## src/rtl/synth_pkg.sv

```systemverilog
// Shared audio-path constants for the mixer and the I2S serializer, plus a
// small width helper used to size counters.
package synth_pkg;

   localparam int SAMPLE_W = 24;
   localparam int SLOT_W   = 32;
   localparam int BCLK_DIV = 8;

   // Counter width for values 0..n-1, never less than one bit.
   function automatic int width_of(input int n);
      return (n > 1) ? $clog2(n) : 1;
   endfunction

endpackage

```

## src/rtl/i2s_bclk_gen.sv

```systemverilog
// I2S bit-clock divider: toggles o_bclk every CLK_DIV cycles and flags the
// cycle in which the toggle takes BCLK from high to low.
module i2s_bclk_gen #(
   parameter int CLK_DIV = synth_pkg::BCLK_DIV
) (
   input  logic i_clk,
   input  logic i_reset_n,
   output logic o_bclk,
   output logic o_fall
);
   import synth_pkg::*;

   localparam int               DIV_W    = width_of(CLK_DIV);
   localparam logic [DIV_W-1:0] DIV_LAST = DIV_W'(CLK_DIV - 1);

   logic [DIV_W-1:0] div_cnt;
   logic             wrap;

   assign wrap   = (div_cnt == DIV_LAST);
   // Combinational so the top updates LRCLK/SDATA on the same edge BCLK falls.
   assign o_fall = wrap & o_bclk;

   // NOTE: sequential state uses non-blocking assignments so every register
   // samples pre-edge values, independent of statement order.
   always_ff @(posedge i_clk) begin
      if (!i_reset_n) begin
         div_cnt <= '0;
         o_bclk  <= 1'b0;
      end else if (wrap) begin
         div_cnt <= '0;
         o_bclk  <= ~o_bclk;
      end else begin
         div_cnt <= div_cnt + DIV_W'(1);
      end
   end

endmodule

```

## src/rtl/i2s_tx.sv

```systemverilog
// Philips-format I2S transmitter: latches one mono sample per frame, strobes
// the mixer, and serializes the sample MSB first into both channel slots.
module i2s_tx #(
   parameter int SAMPLE_W = synth_pkg::SAMPLE_W,
   parameter int SLOT_W   = synth_pkg::SLOT_W,
   parameter int CLK_DIV  = synth_pkg::BCLK_DIV
) (
   input  logic                       i_clk,
   input  logic                       i_reset_n,
   input  logic signed [SAMPLE_W-1:0] i_sample,
   input  logic                       i_mute,
   output logic                       o_sample_strobe,
   output logic                       o_bclk,
   output logic                       o_lrclk,
   output logic                       o_sdata
);
   import synth_pkg::*;

   localparam int               CNT_W     = width_of(2 * SLOT_W);
   localparam int               IDX_W     = width_of(SAMPLE_W);
   localparam logic [CNT_W-1:0] CNT_LAST  = CNT_W'(2 * SLOT_W - 1);
   localparam logic [CNT_W-1:0] CNT_RIGHT = CNT_W'(SLOT_W);

   logic                fall;
   logic [CNT_W-1:0]    bit_cnt;
   logic [CNT_W-1:0]    cnt_next;
   logic [SAMPLE_W-1:0] hold;
   logic [SAMPLE_W-1:0] hold_next;
   logic                data_next;
   int                  pos;

   i2s_bclk_gen #(
      .CLK_DIV (CLK_DIV)
   ) u_bclk_gen (
      .i_clk     (i_clk),
      .i_reset_n (i_reset_n),
      .o_bclk    (o_bclk),
      .o_fall    (fall)
   );

   // NOTE: every signal written here gets a default first, so no path can
   // leave one unassigned and infer a latch.
   always_comb begin
      cnt_next  = (bit_cnt == CNT_LAST) ? '0 : bit_cnt + CNT_W'(1);
      hold_next = (cnt_next == '0) ? (i_mute ? '0 : i_sample) : hold;
      pos       = int'(cnt_next);
      data_next = 1'b0;
      // Bit 0 of each slot is the Philips one-BCLK delay; tail bits are zero pad.
      if (pos >= 1 && pos <= SAMPLE_W) begin
         data_next = hold[IDX_W'(SAMPLE_W - pos)];
      end else if (pos >= SLOT_W + 1 && pos <= SLOT_W + SAMPLE_W) begin
         data_next = hold[IDX_W'(SLOT_W + SAMPLE_W - pos)];
      end
   end

   always_ff @(posedge i_clk) begin
      if (!i_reset_n) begin
         bit_cnt         <= CNT_LAST;
         hold            <= '0;
         o_lrclk         <= 1'b0;
         o_sdata         <= 1'b0;
         o_sample_strobe <= 1'b0;
      end else begin
         o_sample_strobe <= 1'b0;
         if (fall) begin
            bit_cnt         <= cnt_next;
            hold            <= hold_next;
            o_lrclk         <= (cnt_next >= CNT_RIGHT);
            o_sdata         <= data_next;
            o_sample_strobe <= (cnt_next == '0);
         end
      end
   end

endmodule
```

## config.mk

```make
export PLATFORM = sky130hd
export DESIGN_NAME = i2s_tx
export DESIGN_NICKNAME = d
export VERILOG_FILES = /design/src/rtl/synth_pkg.sv /design/src/rtl/i2s_bclk_gen.sv /design/src/rtl/i2s_tx.sv
export SDC_FILE = /design/constraint.sdc
export NUM_CORES = 1
export LEC_CHECK = 0
export CORE_MARGIN = 2
export CORE_UTILIZATION = 52
export DETAILED_ROUTE_END_ITERATION = 16
export HOLD_SLACK_MARGIN = 0.12
export PLACE_DENSITY_LB_ADDON = 0.05
export SLEW_MARGIN = 20
export SYNTH_ARGS = -nofsm -noshare
export SYNTH_HDL_FRONTEND = slang
export SYNTH_SLANG_ARGS = --single-unit
```

## constraint.sdc

```tcl
create_clock -name i_clk -period 2.5 [get_ports i_clk]
set_input_delay 0.625 -clock i_clk [delete_from_list [all_inputs] [get_ports i_clk]]
set_output_delay 0.625 -clock i_clk [all_outputs]
set_load 0.005 [all_outputs]
```

==> metrics.md, run 1 <==
| Metric | Value |
|---|---|
| Outcome | `finished, final reports clean` |
| Skew final | `0.00657 ns` |
| Tot Pwr | `0.965 mW` |
| Max stage delay cell, worst path | `ha_2` |
| EDFF count, synth | `0` |
| Placed insts | `242` |
| LEAKAGE | `0.866 nW` |
| DP HPWL | `2680 um` |
| Die span in y | `62.3 um` |
| Critical Path Start Type | `register` |
| Diode count | `0` |
| Residual DRC | `0` |
| Via/cell ratio | `5.67` |
| Crit path launch | `bit_cnt[1]` |
| Num ports | `31` |
| Syn_nets | `206` |
| Largest net degree at the start of global routing | `25` |
| Post-route insts no fill | `around 250` |
| Clock buffer depth | `2` |
| Routed vias | `1412` |
| Power Internal | `0.767 mW` |
| GRT Util Overall | `19.9%` |
| Routability cong. | `0.887` |
| Post-CTS Setup Bufs | `0` |
| Synthesized instance count | `175` |
| IO buf count | `30` |
| Slew margin rel. | `64.9%` |
| Max Freq | `roughly 430 MHz` |
| Worst-skew pair later-pin latency | `approximately 0.34 ns` |
| Final Net Count | `234` |
| MaxCap Viol Count | `0` |
| Most frequent cells in the layout | `37 x dfxtp_1, 30 x clkdlybuf4s50_1, 24 x a22o_1, 11 x nand2_1, 8 x mux2i_1` |
| CTS root buffer | `clkbuf_4` |
| Starting DRT DRC Count | `between 100 and 150` |
| RSZ-0062 raised after global routing | `no` |
| HP Start | `u_bclk_gen.div_cnt[0]` |
| Clock Sinks | `37` |
| Sequential share of power | `about three fifths` |
| ANT nets after route | `0` |
| R2R Path Start | `bit_cnt[1]` |
| Most common cell after layout, fill and taps aside | `dfxtp_1` |
| Post-synth top area share | `41.9%` |
| Most used cell, CP | `mux2i_1` |
| Largest area contributor in the netlist | `dfxtp_1` |
| Highest metal used | `met4` |
| Post-CTS Hold Buffers | `0` |
| Asr flop ratio synth | `0%` |
| Final setup fails | `0` |
| Routed wl met2 | `1750 um` |
| WP data arrival | `2.54 ns` |
| Slew @ Worst Pin | `slightly above 0.5 ns` |
| Initial Utilization | `53.4%` |
| Max incr delay on CP | `around 0.48 ns` |
| GRT overflow | `0` |
| First-pass GRT wire length | `around 6000 um` |
| # resized after CTS | `0` |
| Post-Route M1 WL | `1590 um` |
| Sw frac | `20.4%` |
| Wire per inst | `14.5 um` |
| Psw | `0.197 mW` |
| WHS | `approximately 0.44 ns` |
| Met3 wire len | `188 um` |
| Period minus WS final | `2.30 ns` |
| CP Capture Type | `register` |
| FF+latch count, synth | `37` |
| Final slew viol count | `0` |
| Antenna violations before repair | `0` |
| DR pass1 iterations | `4` |
| Final WL | `3600 um` |
| Top Family by Delay on Critical Path | `compound AO/OA/AOI/OAI gates` |
| Clock power share | `32.3%` |
| YS warnings | `0` |
| Synth Flop Type | `dfxtp_1` |
| Min-delay worst type | `register to register` |
| # rows | `21` |
| Final period utilization | `between 90 and 100%` |
| Buf/Inv on CP | `2` |
| Final hold violation count | `0` |
| Post-synth cell types | `43` |
| Cts bufs inserted | `5` |
| Combinational Power Share | `6.0%` |
| Avg Inst Size Synth | `10.1 um^2` |
| Critical path required time | `2.74 ns` |
| CP Class | `register to register` |
| Setup TNS | `0 ns` |
| Vias in the first global route | `1363` |
| Synth area leaders | `dfxtp_1 42%, a22o_1 12%, mux2i_1 4.5%` |
| Crit-path cells | `inv_1 -> ha_2 -> buf_4 -> nor2b_1 -> a2111oi_0 -> a311o_1 -> mux2i_1 -> mux2i_1 -> o21ai_1` |
| CTS tree | `yes` |
| Syn-to-layout area delta | `19.7%` |
| Cell Area, Synth | `1770 um^2` |
| Worst Path Max Fanout | `9` |
| Core outline area | `3310 um^2` |
| Post-layout util | `64.0%` |
| Maximum vdd drop | `approximately 0.31 mV` |
| Filler cells | `309` |
| Max H-tree Level | `2` |
| PD cells | `455 nW/um^2` |
| Die area | `3890 um^2` |
| Share of cells above drive strength 1 | `9.85%` |
| Worst-path clk slew | `~0.10 ns` |
| Sequential-to-total area share from yosys stat | `a little over two fifths` |
| Die X-Extent | `~62 um` |
## flip-flops by register name, indices dropped and copies added (netlist names)
register	count
o_sdata	1
bit_cnt	6
u_bclk_gen.o_bclk	1
hold	24
o_lrclk	1
u_bclk_gen.div_cnt	3
o_sample_strobe	1
## final timing paths
check / endpoint / slack [ns] / cells past startpoint
worst max register to register: o_sdata / 0.20 / 9
worst min-delay path: u_bclk_gen.div_cnt[0] / 0.44 / 1
worst max-delay path: o_sdata / 0.20 / 9
worst min register to register: u_bclk_gen.div_cnt[0] / 0.44 / 1
## power by group through the flow
stage	Clock, mW	Sequential, mW	Combinational [mW]
final	0.312	0.595	0.0578
after global routing	0.356	0.596	0.0631
after CTS	0.325	0.595	0.0585
after detailed placement	0	0.609	0.0585
after global placement	0	0.608	0.0568
after floorplan	0	0.608	0.0129
## cells in the mapped netlist (all sizes together), types with 2 or more instances
master   count
a2111oi      2
a211oi       2
a21oi        7
a22o        24
a311o        2
and2         4
and3         3
and3b        2
buf          9
clkbuf       7
dfxtp       37
ha           4
inv          4
mux2i        8
mux4         3
nand2       11
nand3        6
nor2         7
nor2b        3
o211ai       4
o21ai        7
xnor2        2
xor2         2
## worst reg2reg max path, delay by kind of cell (launching register included)
kind,cells,cell delay [ns]
AO/OA/AOI/OAI,3,0.74
adder cells (fa/ha/maj),1,0.48
flip-flops,1,0.42
buffers and inverters,2,0.30
multiplexers,2,0.22
AND/OR/NAND/NOR,1,0.05
## kinds of logic (layout without fill, tap and decap cells)
group | after synthesis | count (layout) | share of synthesized area (%)
compound gates | 55 | 55 | 23.8
xor+xnor | 4 | 4 | 1.98
fa+ha+maj | 4 | 4 | 2.83
buf+inv | 20 | 48 | 7.57
flops | 37 | 37 | 41.9
mux | 11 | 11 | 8.35
simple gates | 44 | 44 | 13.6
## through the flow
stage	setup slack [ns]	area (um^2)
after detailed placement	0.167	2060
after floorplan	0.425	1770
after CTS	0.135	2120
after global placement	0.326	2060
after global routing	0.0313	2120
final	0.199	2120
## metal layers
metal	global-route usage, %	up-vias
met5	0	-
met4	8.61	0
met3	6.52	9
met2	33.7	40
met1	23.0	654
li1	-	709
## area by class of cell
type	instances	area [um^2]	share of cell area (%)
Multi-Input combinational cell	118	897	42.4
Sequential cell	37	741	35.0
Timing Repair Buffer	37	353	16.7
Tap cell	46	57.6	2.72
Clock buffer	7	55.1	2.60
Inverter	4	15.0	0.709
No activity file was read; power rests on OpenSTA's default activity.
==> run 2, diff against run 1 <==
--- a/config.mk
+++ b/config.mk
@@ -10,6 +10,7 @@
 export DETAILED_ROUTE_END_ITERATION = 16
 export HOLD_SLACK_MARGIN = 0.12
 export PLACE_DENSITY_LB_ADDON = 0.05
+export SKIP_CTS_REPAIR_TIMING = 1
 export SLEW_MARGIN = 20
 export SYNTH_ARGS = -nofsm -noshare
 export SYNTH_HDL_FRONTEND = slang
==> results of run 2 <==
No change in the layout: final DEF, timing and power equal those of run 1.
